--- src/rtl/exec_ctrl_pkg.sv ---
// Shared definitions for the exec_ctrl instruction controller: FSM states,
// decoded instruction classes, opcode/op field values and ALU operation codes.
package exec_ctrl_pkg;

  typedef enum logic [2:0] {
    S_IDLE,
    S_DECODE,
    S_GET_A,
    S_GET_B,
    S_EXEC,
    S_WRITE_REG,
    S_WRITE_IMM
  } state_t;

  // Instruction classes after field decode; K_ALU covers ADD and AND, whose
  // ALU operation equals the op field.
  typedef enum logic [2:0] {
    K_ILLEGAL,
    K_MOV_IMM,
    K_MOV_REG,
    K_ALU,
    K_CMP,
    K_MVN
  } kind_t;

  typedef struct packed {
    kind_t       kind;
    logic [2:0]  rn;
    logic [2:0]  rd;
    logic [2:0]  rm;
    logic [1:0]  sh;
    logic [1:0]  op;
    logic [15:0] sximm8;
  } dec_t;

  localparam logic [2:0] OPC_MOV    = 3'b110;
  localparam logic [2:0] OPC_ALU    = 3'b101;

  localparam logic [1:0] OP_MOV_IMM = 2'b10;
  localparam logic [1:0] OP_MOV_REG = 2'b00;
  localparam logic [1:0] OP_ADD     = 2'b00;
  localparam logic [1:0] OP_CMP     = 2'b01;
  localparam logic [1:0] OP_AND     = 2'b10;
  localparam logic [1:0] OP_MVN     = 2'b11;

  localparam logic [1:0] ALU_ADD    = 2'b00;
  localparam logic [1:0] ALU_SUB    = 2'b01;
  localparam logic [1:0] ALU_AND    = 2'b10;
  localparam logic [1:0] ALU_NOTB   = 2'b11;

endpackage

--- src/rtl/exec_ctrl_decode.sv ---
// Combinational field extraction and legality check of the latched
// instruction word. Macro EXEC_CTRL_CMP_EN makes 101/01 (CMP) legal; without
// it CMP decodes as illegal.
module exec_ctrl_decode
  import exec_ctrl_pkg::*;
(
  input  logic [15:0] instr,
  output dec_t        dec
);

  // Split the word into fields and classify the opcode/op pair.
  // NOTE: every output gets a default before any branch so no latch is inferred.
  always_comb begin
    dec.rn     = instr[10:8];
    dec.rd     = instr[7:5];
    dec.rm     = instr[2:0];
    dec.sh     = instr[4:3];
    dec.op     = instr[12:11];
    dec.sximm8 = {{8{instr[7]}}, instr[7:0]};
    dec.kind   = K_ILLEGAL;
    if (instr[15:13] == OPC_MOV) begin
      if (instr[12:11] == OP_MOV_IMM)      dec.kind = K_MOV_IMM;
      else if (instr[12:11] == OP_MOV_REG) dec.kind = K_MOV_REG;
    end else if (instr[15:13] == OPC_ALU) begin
      case (instr[12:11])
        OP_ADD, OP_AND: dec.kind = K_ALU;
        OP_MVN:         dec.kind = K_MVN;
`ifdef EXEC_CTRL_CMP_EN
        OP_CMP:         dec.kind = K_CMP;
`else
        OP_CMP:         dec.kind = K_ILLEGAL;
`endif
        default:        dec.kind = K_ILLEGAL;
      endcase
    end
  end

endmodule

--- src/rtl/exec_ctrl.sv ---
// Multi-cycle controller for a simple register-file/ALU datapath. Accepts one
// instruction at a time, sequences Moore control outputs and latches ALU
// status flags on CMP. Macro EXEC_CTRL_CMP_EN enables CMP; otherwise CMP is
// treated as illegal and the flags stay 0.
module exec_ctrl
  import exec_ctrl_pkg::*;
(
  input  logic        clk,
  input  logic        rst_n,
  input  logic [15:0] instr,
  input  logic        instr_valid,
  output logic        instr_ready,
  output logic [2:0]  readnum,
  output logic [2:0]  writenum,
  output logic        write,
  output logic        loada,
  output logic        loadb,
  output logic        loadc,
  output logic        asel,
  output logic        bsel,
  output logic        vsel,
  output logic [1:0]  shift,
  output logic [1:0]  ALUop,
  output logic [15:0] sximm8,
  input  logic        Z,
  input  logic        V,
  input  logic        N,
  output logic        flag_z,
  output logic        flag_v,
  output logic        flag_n,
  output logic        done,
  output logic        err
);

  state_t      state_q, state_d;
  logic [15:0] instr_q, instr_d;
  logic [2:0]  flags_q, flags_d;
  dec_t        dec;

  exec_ctrl_decode u_decode (
    .instr (instr_q),
    .dec   (dec)
  );

`ifndef EXEC_CTRL_CMP_EN
  // ALU flags only matter when CMP exists.
  logic unused_flags;
  assign unused_flags = Z ^ V ^ N;
`endif

  // State, latched instruction and status flags; reset clears all of them.
  // NOTE: sequential state uses non-blocking assignments only.
  always_ff @(posedge clk or negedge rst_n) begin
    if (!rst_n) begin
      state_q <= S_IDLE;
      instr_q <= '0;
      flags_q <= '0;
    end else begin
      state_q <= state_d;
      instr_q <= instr_d;
      flags_q <= flags_d;
    end
  end

  // Next-state logic and Moore outputs; all controls default to 0.
  always_comb begin
    state_d     = state_q;
    instr_d     = instr_q;
    flags_d     = flags_q;
    instr_ready = 1'b0;
    readnum     = '0;
    writenum    = '0;
    write       = 1'b0;
    loada       = 1'b0;
    loadb       = 1'b0;
    loadc       = 1'b0;
    asel        = 1'b0;
    bsel        = 1'b0;
    vsel        = 1'b0;
    shift       = '0;
    ALUop       = ALU_ADD;
    done        = 1'b0;
    err         = 1'b0;
    case (state_q)
      S_IDLE: begin
        instr_ready = 1'b1;
        if (instr_valid) begin
          instr_d = instr;
          state_d = S_DECODE;
        end
      end
      S_DECODE: begin
        case (dec.kind)
          K_MOV_IMM:        state_d = S_WRITE_IMM;
          K_MOV_REG, K_MVN: state_d = S_GET_B;
          K_ALU, K_CMP:     state_d = S_GET_A;
          default: begin
            err     = 1'b1;
            state_d = S_IDLE;
          end
        endcase
      end
      S_GET_A: begin
        readnum = dec.rn;
        loada   = 1'b1;
        state_d = S_GET_B;
      end
      S_GET_B: begin
        readnum = dec.rm;
        loadb   = 1'b1;
        state_d = S_EXEC;
      end
      S_EXEC: begin
        shift   = dec.sh;
        state_d = S_WRITE_REG;
        case (dec.kind)
          K_MOV_REG: begin
            asel  = 1'b1;
            ALUop = ALU_ADD;
            loadc = 1'b1;
          end
          K_MVN: begin
            ALUop = ALU_NOTB;
            loadc = 1'b1;
          end
          K_ALU: begin
            ALUop = dec.op;
            loadc = 1'b1;
          end
`ifdef EXEC_CTRL_CMP_EN
          K_CMP: begin
            // Flags capture the ALU result on the edge leaving EXEC.
            ALUop   = ALU_SUB;
            done    = 1'b1;
            flags_d = {Z, V, N};
            state_d = S_IDLE;
          end
`endif
          default: state_d = S_IDLE;
        endcase
      end
      S_WRITE_REG: begin
        writenum = dec.rd;
        write    = 1'b1;
        done     = 1'b1;
        state_d  = S_IDLE;
      end
      S_WRITE_IMM: begin
        writenum = dec.rn;
        vsel     = 1'b1;
        write    = 1'b1;
        done     = 1'b1;
        state_d  = S_IDLE;
      end
      default: state_d = S_IDLE;
    endcase
  end

  assign sximm8                   = dec.sximm8;
  assign {flag_z, flag_v, flag_n} = flags_q;

endmodule
--- config.mk ---
export PLATFORM = sky130hd
export DESIGN_NAME = exec_ctrl
export DESIGN_NICKNAME = d
export VERILOG_FILES = /design/src/rtl/exec_ctrl_pkg.sv /design/src/rtl/exec_ctrl_decode.sv /design/src/rtl/exec_ctrl.sv
export SDC_FILE = /design/constraint.sdc
export NUM_CORES = 1
export LEC_CHECK = 0
export ABC_AREA = 1
export CORE_ASPECT_RATIO = 0.9
export CORE_MARGIN = 5
export CORE_UTILIZATION = 42
export DETAILED_ROUTE_END_ITERATION = 7
export HOLD_SLACK_MARGIN = 0.02
export PLACE_DENSITY = 0.85
export SETUP_SLACK_MARGIN = 0.4
export SYNTH_ARGS = -nofsm -noshare
export SYNTH_HDL_FRONTEND = slang
export SYNTH_SLANG_ARGS = --single-unit
--- constraint.sdc ---
create_clock -name clk -period 2.9 [get_ports clk]
set_input_delay 0.29 -clock clk [delete_from_list [all_inputs] [get_ports clk]]
set_output_delay 0.29 -clock clk [all_outputs]
set_load 0.05 [all_outputs]
==> results of run 1 <==
-- through the flow --
stage / hold WS, ps / setup WS (ps) / cell area (um2) / power (mW) / util (%)
2_1_floorplan: -5.59 / 356 / 1200 / 1.72 / -
3_3_place_gp: 515 / 691 / 1600 / 1.94 / 58.7
3_5_place_dp: 530 / 669 / 1600 / 1.98 / 58.7
4_1_cts: 503 / 413 / 1620 / 2.10 / 59.6
5_1_grt: 540 / 407 / 1640 / 2.20 / 60.3
6_report: 479 / 495 / 1640 / 2.08 / 60.3
-- flip-flops by register name, indices dropped and copies added (netlist names) --
name,flops
state_q,3
instr_q,16
-- how the worst max path moves through the flow --
stage                           startpoint          end  slack (ps)  cells past startpoint
floorplan           state_q[2]$_DFFE_PN0P_   readnum[0]         360                      5
global placement    state_q[2]$_DFFE_PN0P_          err         690                      3
detailed placement  state_q[2]$_DFFE_PN0P_          err         670                      3
CTS                 state_q[2]$_DFFE_PN0P_     shift[0]         410                      5
global route        state_q[2]$_DFFE_PN0P_  writenum[2]         410                      3
finish              state_q[2]$_DFFE_PN0P_  writenum[2]         490                      3
-- logic make-up (layout without fill, tap and decap cells) --
group | Yosys count | in the layout | synth area share, %
buf+inv | 45 | 79 | 22.4
compound gates | 18 | 18 | 8.81
mux | 6 | 6 | 7.56
other cells | 1 | 4 | 0.314
flops | 19 | 19 | 39.9
simple gates | 48 | 48 | 21.1
-- per-layer routing --
layer	wire [um]	track usage [%]	vias up
met5	0	0	-
met4	5	3.48	0
met3	266	4.81	2
met2	1370	25.9	42
met1	1100	14.9	463
li1	-	-	477
-- report_power, final --
| part | switching (mW) | total [mW] | internal (mW) | leakage (nW) |
|---|---|---|---|---|
| logic | 0.974 | 1.45 | 0.477 | 0.701 |
| clock network | 0.0824 | 0.134 | 0.0513 | 0.0177 |
| registers | 0.107 | 0.499 | 0.392 | 0.219 |
| total | 1.16 | 2.08 | 0.920 | 0.938 |
-- placed cells by master, fill, tap and decap left out --
cell type and instances:
clkdlybuf4s50_1 41, inv_1 20, dfrtp_1 19, nand2_1 16
nor2_1 16, dlymetal6s2s_1 8, a21oi_1 7, nand3_1 6
mux2_4 6, conb_1 4, dlygate4sd2_1 4, o22ai_1 3
o21ai_1 3, nor2_2 3, a21oi_2 3, clkbuf_4 3
o21ai_0 2, inv_2 2, nand2_4 1, nor2_8 1
nor4_1 1, nor3_1 1, nor3b_1 1, nor4_2 1
nand2_8 1, clkinv_2 1
-- cells in the mapped netlist --
cell type  instances  area share, %
a21oi_2            3            2.2
nor4_1             1           0.52
inv_2              2           0.63
nand3_1            6            2.5
nor2_1            16            5.0
nor3b_1            1           0.63
inv_1             20            6.3
nand2_4            1           0.94
buf_6              1           0.94
dfrtp_1           19             40
o21ai_0            5            2.1
a21oi_1            7            2.9
nand2_8            1            1.7
mux2_4             6            7.6
buf_8              1            1.3
conb_1             1           0.31
nor3_1             1           0.42
nor2_2             3            1.6
nor4_2             1            1.0
nand2_1           16            5.0
buf_4             21             13
o22ai_1            3            1.6
nor2_8             1            1.7
-- area by class of cell --
| cell class | instances | area [um2] |
|---|---|---|
| Clock buffer | 3 | 22.5 |
| Clock inverter | 1 | 5.00 |
| Fill cell | 257 | 1080 |
| Inverter | 22 | 82.6 |
| Multi-Input combinational cell | 76 | 462 |
| Sequential cell | 19 | 475 |
| Tap cell | 40 | 50.0 |
| Timing Repair Buffer | 53 | 546 |
-- timing repair --
item / 4_1_cts / 5_1_grt
resized for setup: 4 / 8
setup endpoints to repair: 4 / 8
endpoints found under the hold margin: 0 / 0
==> flow_metrics.py, run 1 <==
metrics = {
    "outcome": {
        "status": "complete, no violations",
    },
    "global_route": {
        "grt_usage_pct": 13.8,
        "grt_pass1_vias": 975,
        "grt_max_degree": 27,
        "grt_antenna_before_repair": 0,
        "grt_pass1_wl_um": 4200,
        "grt_overflow_total": 0,
    },
    "sta": {
        "finalSetupTns_ps": 0,
        "skew_ps": 1.89,
        "worst_pin_slew_ps": 871,
        "period_share_pct": 82.9,
        "rsz0062_at_grt": "false",
        "hold_viol": 0,
        "max_freq_mhz": 416,
        "finalCriticalPeriod_ps": 2410,
        "setup_viol": 0,
        "max_slew_margin_pct": 41.7,
        "drv_slew": 0,
    },
    "setup_path": {
        "r2r_start": "state_q[1]$_DFFE_PN0P_",
        "worst-path-buf-inv": 1,
        "crit_chain": "nand3_1, o22ai_1, clkdlybuf4s50_1",
        "slowest_stage": "clkdlybuf4s50_1",
        "r2r_slack_ps": 1560,
        "end_kind": "primary output",
        "critPathKind": "reg2out",
        "max_stage_delay_ps": 830,
        "rr_worst_depth": 5,
        "worstPathMaxFanout": 6,
        "cp-start-kind": "register",
        "critical_path.top_delay_family": "buffers and inverters",
        "crit_required_ps": 2610,
        "rr_endpoint": "instr_q[15]$_DFFE_PN0P_",
        "cp.arrival_ps": 2120,
    },
    "route": {
        "post_drt_wl_per_cell_um": 12.8,
        "routed_wl_um": 2740,
        "drtIter0Drc": 28,
        "drtPass1Iterations": 4,
        "ant_nets": 0,
        "num_vias": 984,
        "vias_per_cell": 4.60,
        "drc": 0,
    },
    "pwr": {
        "pwr_density_cell_nw_per_um2": 1270,
        "max-vdd-ir-drop_mv": 0.503,
        "p_leak_nw": 0.938,
    },
    "synth": {
        "synthesis.area_um2": 1190,
        "ys_seq_area_share_pct": 39.9,
        "synth_cells": 137,
        "syn_area_per_cell_um2": 8.70,
        "synth_cell_types": 23,
        "yosysWarningCount": 0,
        "ys_ff_latch": 19,
    },
    "clocking": {
        "cts_hold_buf": 0,
        "path_clk_slew_ps": 110,
        "numClockSinks": 19,
        "cts_setup_buffers": 0,
        "clock_latency_ps": 290,
        "cts_tree": "yes",
        "cts_inserted_buffers": 3,
        "cts_buffer_depth": 2,
        "htree_levels": 1,
        "cts_root_buffer": "clkbuf_4",
    },
    "finish": {
        "drive_gt1_share_pct": 12.6,
        "fin_cells": 214,
        "diodes": 0,
        "nets": 197,
        "syn_to_final_growth_pct": 37.8,
    },
    "placed_design": {
        "place_inst": 210,
        "dp_hpwl_um": 2200,
        "gp_congestion": 0.791,
        "io_buffers": 53,
    },
    "floorplan": {
        "die_w_um": 66.2,
        "initial_core_util_pct": 43.8,
        "top_level_ports": 61,
        "rows": 18,
        "dieArea_um2": 4010,
        "chipHeight_um": 60.6,
        "coreArea_um2": 2730,
    },
    "flow_run": {
        "max_cap_violations": 0,
    },
    "min_path": {
        "worstHoldPathType": "in2async",
    },
}
(Power assumes the default switching activity.)
==> run 2: changes to the inputs <==
--- a/config.mk
+++ b/config.mk
@@ -8,10 +8,10 @@
 export ABC_AREA = 1
 export CORE_ASPECT_RATIO = 0.9
 export CORE_MARGIN = 5
-export CORE_UTILIZATION = 42
+export CORE_UTILIZATION = 36
 export DETAILED_ROUTE_END_ITERATION = 7
 export HOLD_SLACK_MARGIN = 0.02
-export PLACE_DENSITY = 0.85
+export PLACE_DENSITY = 0.78
 export SETUP_SLACK_MARGIN = 0.4
 export SYNTH_ARGS = -nofsm -noshare
 export SYNTH_HDL_FRONTEND = slang
==> constraint.sdc (replaced) <==
create_clock -name clk -period 1.97 [get_ports clk]
set_input_delay 0.197 -clock clk [delete_from_list [all_inputs] [get_ports clk]]
set_output_delay 0.197 -clock clk [all_outputs]
set_load 0.05 [all_outputs]
==> run 2 against run 1 <==
Global-route usage rose by 0.33 points; final area rose by 23%; register-to-register slack got worse by 1100 ps; power rose by 72%; first-iteration DRC count fell by 11%; wire length rose by 17%; sequential share of layout area fell by 5.2 points; sequential power rose by 49%; hold slack got worse by 200 ps; die area rose by 14%; utilization rose by 4.5 points; critical path type unchanged.
==> flow_metrics.py, run 2 (synthesized netlist as in run 1, its figures left out) <==
metrics = {
    "sta": {
        "hold_viol": 0,
        "worst_pin_slew_ps": 512,
        "setup_viol": 0,
        "skew_ps": 4.62,
        "max_freq_mhz": 601,
        "max_slew_margin_pct": 66.0,
        "period_share_pct": 84.4,
        "finalSetupTns_ps": 0,
        "drv_slew": 0,
        "rsz0062_at_grt": "true",
        "finalWorstSetupSlack_ps": 307,
        "finalCriticalPeriod_ps": 1660,
    },
    "setup_path": {
        "crit_chain": "inv_2, buf_4, nand3_2, nand2_1, buf_4",
        "crit_required_ps": 1770,
        "critPathKind": "reg2out",
        "worstPathMaxFanout": 4,
        "cp-start-kind": "register",
        "slowest_stage": "dfrtp_2",
        "rr_endpoint": "instr_q[1]$_DFFE_PN0P_",
        "timing.critical_path.from": "state_q[1]$_DFFE_PN0P_",
        "r2r_start": "state_q[0]$_DFFE_PN0P_",
        "max_stage_delay_ps": 450,
        "rr_worst_depth": 6,
        "cp.arrival_ps": 1470,
        "end_kind": "primary output",
        "cpMostUsedCell": "buf_4",
        "r2r_slack_ps": 470,
        "crit_end": "write",
    },
    "route": {
        "num_vias": 1038,
        "drtPass1Iterations": 4,
        "ant_nets": 0,
        "drtIter0Drc": 25,
        "vias_per_cell": 4.53,
        "routed_wl_um": 3200,
        "drc": 0,
        "post_drt_wl_per_cell_um": 14.0,
    },
    "finish": {
        "mostFrequentLayoutCell": "clkdlybuf4s50_1",
        "fillers": 240,
        "biggestRegsByFlops": "instr_q: 16 flops, state_q: 3 flops",
        "drive_gt1_share_pct": 44.4,
        "top_register": "instr_q",
        "largest_reg_flops": 16,
        "multi_input_area_um2": 614,
        "nets": 210,
        "diodes": 0,
        "regArea_um2": 479,
        "syn_to_final_growth_pct": 69.1,
        "final_cell_mix": "clkdlybuf4s50_1 (18), buf_4 (17), dfrtp_1 (16)",
    },
    "global_route": {
        "grt_overflow_total": 0,
        "grt_antenna_before_repair": 0,
        "grt_pass1_wl_um": 5120,
        "grt_max_degree": 27,
        "grt_pass1_vias": 1106,
        "grt_usage_pct": 14.1,
    },
    "floorplan": {
        "initial_core_util_pct": 38.3,
        "die_w_um": 70.7,
        "rows": 19,
        "dieArea_um2": 4560,
        "coreArea_um2": 3110,
        "chipHeight_um": 64.6,
        "top_level_ports": 61,
    },
    "flow_run": {
        "max_cap_violations": 0,
    },
    "clocking": {
        "clock_latency_ps": 260,
        "htree_levels": 1,
        "cts_tree": "yes",
        "cts_buffer_depth": 2,
        "cts_root_buffer": "clkbuf_8",
        "cts_inserted_buffers": 3,
        "numClockSinks": 19,
        "cts_hold_buf": 0,
        "path_clk_slew_ps": 70,
    },
    "outcome": {
        "status": "complete, no violations",
    },
    "pwr": {
        "pwr_density_cell_nw_per_um2": 1780,
        "p_leak_nw": 0.947,
        "max-vdd-ir-drop_mv": 0.643,
    },
    "placed_design": {
        "dp_hpwl_um": 2360,
        "gp_congestion": 0.790,
        "place_ws_ps": 426,
        "io_buffers": 53,
    },
    "min_path": {
        "worstHoldPathType": "in2async",
    },
}
[run 2: cell types whose count changed in the layout (fill, tap and decap cells not counted), moves of 5 or more]
cell / before / now
dlymetal6s2s_1: 8 / 0
dlygate4sd2_1: 4 / 14
inv_2: 2 / 7
buf_12: 0 / 13
buf_4: 0 / 17
nor2_1: 16 / 11
clkdlybuf4s50_1: 41 / 18
inv_1: 20 / 13
[run 2: worst max-delay path: cells and delay by family (launching register included)]
kind	cells	cell delay, ps
flops	1	450
buf+inv	3	430
simple gates	2	320
[run 2: timing repair]
action,CTS,global route
gates resized for setup,31,15
endpoints found under the hold margin,0,0
pin swaps,7,5
endpoints found under the setup margin,31,20
setup buffers,7,4
[run 2: layout make-up]
class | instances | area share (%)
clock buffers | 3 | 2.05
well taps | 42 | 2.61
repair buffers | 66 | 36.5
inverters | 22 | 4.34
clock inverters | 1 | 0.248
multi-input cells | 76 | 30.5
flip-flops and latches | 19 | 23.8
[run 2: worst min path at each step]
stage,to,from,depth (start not counted)
finish,instr_q[3]$_DFFE_PN0P_,rst_n,2
global placement,instr_q[4]$_DFFE_PN0P_,instr_q[4]$_DFFE_PN0P_,2
global route,instr_q[9]$_DFFE_PN0P_,rst_n,2
CTS,instr_q[6]$_DFFE_PN0P_,rst_n,2
detailed placement,instr_q[15]$_DFFE_PN0P_,instr_q[15]$_DFFE_PN0P_,1
floorplan,instr_q[0]$_DFFE_PN0P_,rst_n,0
[run 2: power by group]
group / internal [mW] / switching [mW]
combinational: 0.907 / 1.66
clock: 0.141 / 0.131
sequential: 0.583 / 0.162
[run 2: stage by stage]
stage,cell area (um2),hold WS [ps],cells,utilization [%],power [mW]
3_5_place_dp,1820,532,214,58.4,3.17
6_report,2020,274,229,64.8,3.59
2_1_floorplan,1290,-98.6,140,-,2.65
3_3_place_gp,1820,523,214,58.4,3.11
4_1_cts,1930,273,225,62.1,3.46
5_1_grt,2020,283,229,64.8,3.78
[run 2: per-layer routing]
metal / wire length (um) / global-route usage (%)
met5: 0 / 0
met4: 40 / 6.34
met3: 235 / 4.48
met2: 1610 / 24.2
met1: 1320 / 16.2
